==> src/rtl/stopwatch_cmd_arbiter.sv <==
`default_nettype none
// ============================================================================
// Module   : stopwatch_cmd_arbiter
// Purpose  : Round-robin arbiter between the front panel (requester 0) and
//            the host (requester 1) for stopwatch commands. Each granted
//            command is checked against the live datapath status. Legal
//            start/stop/reset commands become single-cycle pulses. Legal lap
//            commands capture the live time into lap storage.
// Config   : `define STOPWATCH_LAP_FIFO_EN -> lap storage is a LAP_DEPTH-deep
//            FIFO (oldest entry first). When it is undefined, lap storage is
//            a single overwrite register. The ports are the same in both builds.
// Revision : 1.0 - initial release
// ============================================================================
module stopwatch_cmd_arbiter #(
  parameter int LAP_DEPTH = 4
) (
  input  logic        clk,
  input  logic        rst,
  input  logic [1:0]  req_valid,
  input  logic [3:0]  req_cmd,
  output logic [1:0]  req_ready,
  output logic        sw_start,
  output logic        sw_stop,
  output logic        sw_reset,
  input  logic [1:0]  sw_status,
  input  logic [7:0]  sw_minutes,
  input  logic [5:0]  sw_seconds,
  output logic        cmd_err,
  output logic [13:0] lap_data,
  output logic        lap_valid,
  input  logic        lap_ready,
  output logic        lap_ovf
);

  localparam logic [1:0] C_CMD_START = 2'b00;
  localparam logic [1:0] C_CMD_STOP  = 2'b01;
  localparam logic [1:0] C_CMD_RESET = 2'b10;
  localparam logic [1:0] C_CMD_LAP   = 2'b11;

  localparam logic [1:0] C_ST_RUNNING = 2'b01;
  localparam logic [1:0] C_ST_PAUSED  = 2'b10;

  typedef enum logic [1:0] {
    ST_ARB    = 2'd0,
    ST_ISSUE  = 2'd1,
    ST_SETTLE = 2'd2
  } state_t;

  // Reject unsupported lap depths at elaboration.
  if (LAP_DEPTH < 2 || LAP_DEPTH > 16 || (LAP_DEPTH & (LAP_DEPTH - 1)) != 0) begin : g_bad_lap_depth
    $error("LAP_DEPTH must be a power of two in the range 2..16");
  end

  state_t     r_state;
  logic       r_ptr;
  logic       r_grant;
  logic [1:0] r_cmd;

  logic       w_pick;
  logic       w_issue;
  logic       w_legal;
  logic       w_push;
  logic       w_clear;
  logic       w_pop;
  logic [13:0] w_lap_in;

  // Winner among valid requesters: the pointer breaks a tie.
  always_comb begin
    w_pick = 1'b0;
    if (req_valid == 2'b11) begin
      w_pick = r_ptr;
    end else begin
      w_pick = req_valid[1];
    end
  end

  // Arbitration FSM: capture the grant and command, issue for one cycle, then settle for one cycle.
  always_ff @(posedge clk) begin
    if (rst) begin
      r_state <= ST_ARB;
      r_ptr   <= 1'b0;
      r_grant <= 1'b0;
      r_cmd   <= 2'b00;
    end else begin
      case (r_state)
        ST_ARB: begin
          if (|req_valid) begin
            r_grant <= w_pick;
            r_cmd   <= w_pick ? req_cmd[3:2] : req_cmd[1:0];
            r_ptr   <= ~w_pick;
            r_state <= ST_ISSUE;
          end
        end
        ST_ISSUE:  r_state <= ST_SETTLE;
        ST_SETTLE: r_state <= ST_ARB;
        default:   r_state <= ST_ARB;
      endcase
    end
  end

  // The legality check uses the status seen in the ISSUE cycle, so the pulses
  // decode the registered state against live status. rst masks them so an
  // aborted command is neither consumed nor pulsed.
  assign w_issue = (r_state == ST_ISSUE) && !rst;

  // Command legality against the current datapath state (status 11 counts as IDLE).
  always_comb begin
    w_legal = 1'b0;
    case (r_cmd)
      C_CMD_START: w_legal = (sw_status != C_ST_RUNNING);
      C_CMD_STOP:  w_legal = (sw_status == C_ST_RUNNING);
      C_CMD_RESET: w_legal = 1'b1;
      C_CMD_LAP:   w_legal = (sw_status == C_ST_RUNNING);
      default:     w_legal = 1'b0;
    endcase
  end

  assign req_ready = w_issue ? (r_grant ? 2'b10 : 2'b01) : 2'b00;
  assign sw_start  = w_issue && w_legal && (r_cmd == C_CMD_START);
  assign sw_stop   = w_issue && w_legal && (r_cmd == C_CMD_STOP);
  assign sw_reset  = w_issue && (r_cmd == C_CMD_RESET);
  assign cmd_err   = w_issue && !w_legal;

  assign w_push   = w_issue && w_legal && (r_cmd == C_CMD_LAP);
  assign w_clear  = w_issue && (r_cmd == C_CMD_RESET);
  assign w_pop    = lap_valid && lap_ready;
  assign w_lap_in = {sw_minutes, sw_seconds};

`ifdef STOPWATCH_LAP_FIFO_EN
  localparam int AW = $clog2(LAP_DEPTH);
  localparam logic [AW:0] C_FULL = LAP_DEPTH[AW:0];

  logic [13:0]   r_mem [LAP_DEPTH];
  logic [AW-1:0] r_rd;
  logic [AW-1:0] r_wr;
  logic [AW:0]   r_count;
  logic          r_ovf;
  logic          w_full;
  logic          w_do_push;
  logic          w_drop;

  // A pop in the same cycle makes room, so a full FIFO still accepts that push.
  assign w_full    = (r_count == C_FULL);
  assign w_do_push = w_push && (!w_full || w_pop);
  assign w_drop    = w_push && w_full && !w_pop;

  // FIFO pointers, occupancy and the sticky overflow flag. A reset command empties the FIFO and takes priority over a push or pop.
  always_ff @(posedge clk) begin
    if (rst || w_clear) begin
      r_rd    <= '0;
      r_wr    <= '0;
      r_count <= '0;
      r_ovf   <= 1'b0;
    end else begin
      if (w_do_push) begin
        r_wr <= r_wr + 1'b1;
      end
      if (w_pop) begin
        r_rd <= r_rd + 1'b1;
      end
      r_count <= r_count + {{AW{1'b0}}, w_do_push} - {{AW{1'b0}}, w_pop};
      if (w_drop) begin
        r_ovf <= 1'b1;
      end
    end
  end

  // Lap storage array. Entries outside the valid window are never read, so the array has no reset.
  always_ff @(posedge clk) begin
    if (w_do_push && !rst && !w_clear) begin
      r_mem[r_wr] <= w_lap_in;
    end
  end

  assign lap_valid = (r_count != '0);
  assign lap_data  = lap_valid ? r_mem[r_rd] : 14'd0;
  assign lap_ovf   = r_ovf;
`else
  logic [13:0] r_lap;
  logic        r_valid;
  logic        r_ovf;

  // Single lap register: a newer lap overwrites an unread one and flags the loss.
  always_ff @(posedge clk) begin
    if (rst || w_clear) begin
      r_lap   <= 14'd0;
      r_valid <= 1'b0;
      r_ovf   <= 1'b0;
    end else if (w_push) begin
      r_lap   <= w_lap_in;
      r_valid <= 1'b1;
      if (r_valid && !w_pop) begin
        r_ovf <= 1'b1;
      end
    end else if (w_pop) begin
      r_valid <= 1'b0;
    end
  end

  assign lap_valid = r_valid;
  assign lap_data  = r_valid ? r_lap : 14'd0;
  assign lap_ovf   = r_ovf;
`endif

endmodule
`default_nettype wire

==> config.mk <==
export PLATFORM = sky130hd
export DESIGN_NAME = stopwatch_cmd_arbiter
export DESIGN_NICKNAME = d
export VERILOG_FILES = /design/src/rtl/stopwatch_cmd_arbiter.sv
export SDC_FILE = /design/constraint.sdc
export NUM_CORES = 1
export LEC_CHECK = 0
export BUFFER_PORTS_ARGS = -buffer_cell sky130_fd_sc_hd__buf_2
export CORE_ASPECT_RATIO = 1.25
export CORE_MARGIN = 2
export CORE_UTILIZATION = 30
export CTS_CLUSTER_DIAMETER = 60
export CTS_CLUSTER_SIZE = 20
export DETAILED_ROUTE_END_ITERATION = 7
export SLEW_MARGIN = 20
export SYNTH_ARGS = -nofsm -noshare
export SYNTH_HDL_FRONTEND = slang
export SYNTH_SLANG_ARGS = --single-unit
==> constraint.sdc <==
create_clock -name clk -period 1.3 [get_ports clk]
set_input_delay 0.065 -clock clk [delete_from_list [all_inputs] [get_ports clk]]
set_output_delay 0.065 -clock clk [all_outputs]
set_load 0.005 [all_outputs]
Yosys cells after proc, flatten, opt, wreduce, memory -nomap -nowiden --
Index checks and enable logic that the tools add are counted.
Storage, ports and cells: output and inout bits 22, bits of input ports 25, register bits 22
Operators by class: muxes and demuxes 10, bitwise operators 1, equal/unequal tests 8, reductions and logical operators 20
Operators with widths (number):
- 14-bit two-way mux | 1
- 1-bit logical AND | 9
- 2-bit two-way mux | 4
- 2-bit by 1-bit equality test with 1-bit output (second input constant) | 3
- 2-bit equality test (second input constant) | 3
- 2-bit logical NOT | 2
- 2-bit case mux with 2 select lines | 1
- 2-bit AND reduction | 2
- 2-bit OR reduction | 2
- 1-bit logical NOT | 3
- 1-bit two-way mux | 3
- 1-bit case mux with 3 select lines | 1
- 2-bit by 1-bit != test with 1-bit output (second input constant) | 1
- 2-bit != test (second input constant) | 1
- 2-bit nonzero test | 1
- 1-bit logical OR | 1
- 1-bit inverter | 1

Depth between registers and ports, before layout --
word-level depth 6, mapped depth 6, mapped depth without buffers 4

Worst setup path before layout --
No wires, ideal clock.
path type register to register, from register r_state[0], to register r_lap[10], data arrival time 1.198 ns, period minus slack after synthesis 1.318 ns, stages on the path, launching flop included 6, library setup time 0.120 ns, setup slack -0.018 ns, path through dfxtp_1 or3b_4 buf_6 buf_8 o21ai_1 a21oi_1
On the way: longest elaborated chain between the ends 4
Ends and longest elaborated chain:
- from (decl) | RTL line 54 | state_t r_state;
- from (signal assigned) | RTL line 80 | r_state <= ST_ARB;
- from (signal assigned) | RTL line 91 | r_state <= ST_ISSUE;
- from (signal assigned) | RTL line 94 | ST_ISSUE: r_state <= ST_SETTLE;
- 2-bit by 1-bit equality test with 1-bit output * | RTL line 104 | assign w_issue = (r_state == ST_ISSUE) && !rst;
- 1-bit logical AND * | RTL line 104
- 1-bit logical AND, on equally long branches | RTL line 124, 125
- 1-bit logical AND or 1-bit logical OR (tied branches) | RTL line 124, 185
- to (signal assigned) | RTL line 190 | r_lap <= w_lap_in;
- to (decl) | RTL line 179 | logic [13:0] r_lap;
Mark *: on every way between the ends. The rest lies on a longest branch, timed or not. A chain may end at the register's enable or synchronous reset.

Final worst setup path --
from register r_state[0], to output sw_start
On the way: longest elaborated chain between the ends 4
Ends and longest elaborated chain:
- 2-bit by 1-bit equality test with 1-bit output | RTL line 104
- 1-bit logical AND | RTL line 104
- 1-bit logical AND (2 in a row) | RTL line 119 | assign sw_start = w_issue && w_legal && (r_cmd == C_CMD_START);
- to (decl) | RTL line 22 | output logic sw_start,
Every way passes these cells.

==> impl_metrics.yaml <==
final_layout:
  final_cell_area_um2: 1890
  fillers: 322
  area_growth_pct: 73.9
  antenna-diode-count: 0
  utilization: 0.543
  final_cells: 225
  finalNetCount: 212
  drive_gt1_frac: 0.645
global_route:
  grt_pass1_wl_um: 5090
  grt_usage: 0.155
  grt_max_degree: 17
  grt_antenna_before_repair: 0
  grt_pass1_vias: 1137
  grt_overflow: 0
yosys:
  synth_top_area_frac: 0.405
  async_flop_share: 0
  syn_avg_cell_area_um2: 8.50
  yosysMostFrequentCell: "dfxtp_1"
  ys_ff_latch: 22
  synthTopCellsByCount: "22 x dfxtp_1, 18 x a21oi_1, 17 x nand3_1"
  ys_top_cells_by_area: "dfxtp_1 40%, and2_1 8.6%, a21oi_1 8.3%"
  synth_nets: 153
  yosysSeqAreaShare: 0.405
  netlist_area_um2: 1090
  synth_cell_types: 33
  synth_top_flop_cell: "dfxtp_1"
  synth_edf_count: 0
  ys_warn_count: 0
  yosysTopAreaCell: "dfxtp_1"
  syn-instance-count: 128
timing:
  setup_violations: 22
  max_freq_mhz: 652
  rsz0062_at_grt: "true"
  worst_slack_ns: -0.234
  skew_ns: 0.00370
  slew_viol_final: 0
  min_period_ns: 1.53
  max-slew-margin-rel: 0.751
  setup_tns_ns: -3.61
  finalCritPeriodShare: 1.18
  hold_viol: 0
  worst_pin_slew_ns: 0.373
clock_tree:
  hold_buffers: 0
  clockRootBuffer: "clkbuf_8"
  cts_sinks: 22
  cts_buffers: 3
  cts_tree: "done"
  cts_max_level: 1
  cts.reportedPaths.clkPinSlew_ns: 0.08
  clk_latency_ns: 0.27
  cts_buffer_depth: 2
pwr:
  power.leakage_nw: 0.777
  p_int_mw: 1.11
  pwr-share-comb: 0.203
  switching_power_uw: 396
  pwr_density_cell_nw_per_um2: 798
  power_frac_seq: 0.472
  p_total_mw: 1.51
  ir_worst_vdd_uv: 466
  p_clk_frac: 0.325
  switching_share: 0.263
floorplanning:
  coreArea_um2: 3480
  initial_utilization: 0.312
  ios: 47
  die_x_um: 57.9
  fp.dieH_um: 71.3
  rows: 24
  die-area_um2: 4130
placed_design:
  io_buffer_count: 46
  dp.cells: 215
  gp_congestion: 0.751
  post-dp-hpwl_um: 2160
  place_area_um2: 1430
worst_setup_path:
  crit_type: "reg2out"
  crit_slowest_cell: "or3b_4"
  worstPathRequired_ns: 1.24
  critPathMaxFanout: 4
  endpoint_kind: "output pin"
  cp_slowest_stage_delay_ns: 0.40
  arrival_ns: 1.47
  cp_num_buf_inv: 2
  reg2reg_slack_ns: -0.18
  startpoint_type: "register"
  rr_worst_depth: 6
  path_cells: "or3b_4 > buf_6 > nor4_4 > buf_2"
  worstSetupPathDepth: 4
  cp_top_family: "simple AND/OR/NAND/NOR gates"
detailed_routing:
  wl_met2_um: 1910
  drtPass1Iterations: 4
  wire_per_inst_um: 14.8
  antenna_left: 0
  drt_iter0_markers: 21
  viasPerCell: 5.22
  drc: 0
  dr_wl_met3_um: 167
  wl_um: 3330
  routed-via-count: 1175
  met1_length_um: 1200
  highest_layer: "met4"
flow_run:
  drv_cap: 0
worst_hold_path:
  holdCritPathClass: "in2reg"
  holdPathStages: 2
outcome:
  status: "finished, violations left"
  failed_checks: "setup timing"
==> path summary, 6_finish.rpt <==
kind / startpoint / to
max: r_state[0]$_SDFFE_PP0P_ / sw_start
min reg2reg: r_lap[9]$_SDFFE_PP0P_ / r_lap[9]$_SDFFE_PP0P_
max reg2reg: r_state[0]$_SDFFE_PP0P_ / r_lap[5]$_SDFFE_PP0P_
min: rst / r_cmd[1]$_SDFFE_PP0P_
==> power by group through the flow <==
stage	Sequential [mW]	Combinational, mW	Clock (mW)
after CTS	0.711	0.243	0.501
after floorplan	0.723	0.113	0
after global routing	0.715	0.332	0.532
final	0.713	0.307	0.491
after global placement	0.726	0.208	0
after detailed placement	0.727	0.215	0
==> state kept, by name, indices dropped and copies added, names as in the netlist <==
signal,count
r_cmd,2
r_lap,14
r_ptr,1
lap_valid,1
r_grant,1
r_state,2
lap_ovf,1
==> cells in the final DEF (no fill, tap or decap), types with 3 or more instances in the layout <==
master	netlist	final
nand3_2	0	5
and2_1	15	14
dfxtp_1	22	20
o21ai_2	0	12
nand3_1	17	3
buf_4	1	7
buf_12	0	6
a21oi_1	18	6
a21oi_2	0	12
nor2_1	5	3
nand3_4	0	9
buf_2	2	45
clkbuf_8	0	4
==> worst reg2reg max path: cells and delay by family (launching register included) <==
kind            cells  cell delay [ns]
flops               1             0.33
compound gates      2             0.21
simple gates        1             0.40
buf+inv             3             0.43
==> stage by stage <==
| stage | hold slack (ns) | setup WS (ns) |
|---|---|---|
| global route | 0.0248 | -0.318 |
| CTS | 0.0208 | -0.239 |
| floorplan | 0.134 | 0.0131 |
| detailed placement | 0.306 | -0.0321 |
| global placement | 0.296 | 0.0360 |
| finish | 0.0227 | -0.234 |
==> repair_timing <==
item                       CTS  global route
resized for setup           24            55
setup endpoints to repair   11            26
buffers inserted             2             3
pin swaps                   11            32
gates cloned                 0             1
==> metal layers <==
| layer | vias up | global-route usage |
|---|---|---|
| met1 | 555 | 0.173 |
| met4 | 0 | 0.0620 |
| met2 | 35 | 0.288 |
| met3 | 5 | 0.0253 |
| li1 | 580 | - |
| met5 | - | 0 |
==> final cells by class <==
type                    instances  area [um^2]  area share
well taps                      39         48.8      0.0258
clock buffers                   4         55.1      0.0291
inverters                       3         23.8      0.0126
repair buffers                 63          475       0.251
flip-flops and latches         22          443       0.234
multi-input cells              94          847       0.447
==> logic make-up after synthesis <==
group / Yosys count / share of synthesized area
AND/OR/NAND/NOR: 54 / 0.315
AO/OA/AOI/OAI: 39 / 0.198
flip-flops: 22 / 0.405
buffers and inverters: 12 / 0.0736
multiplexers: 1 / 0.00920
Power figures use the tool's default switching activity.
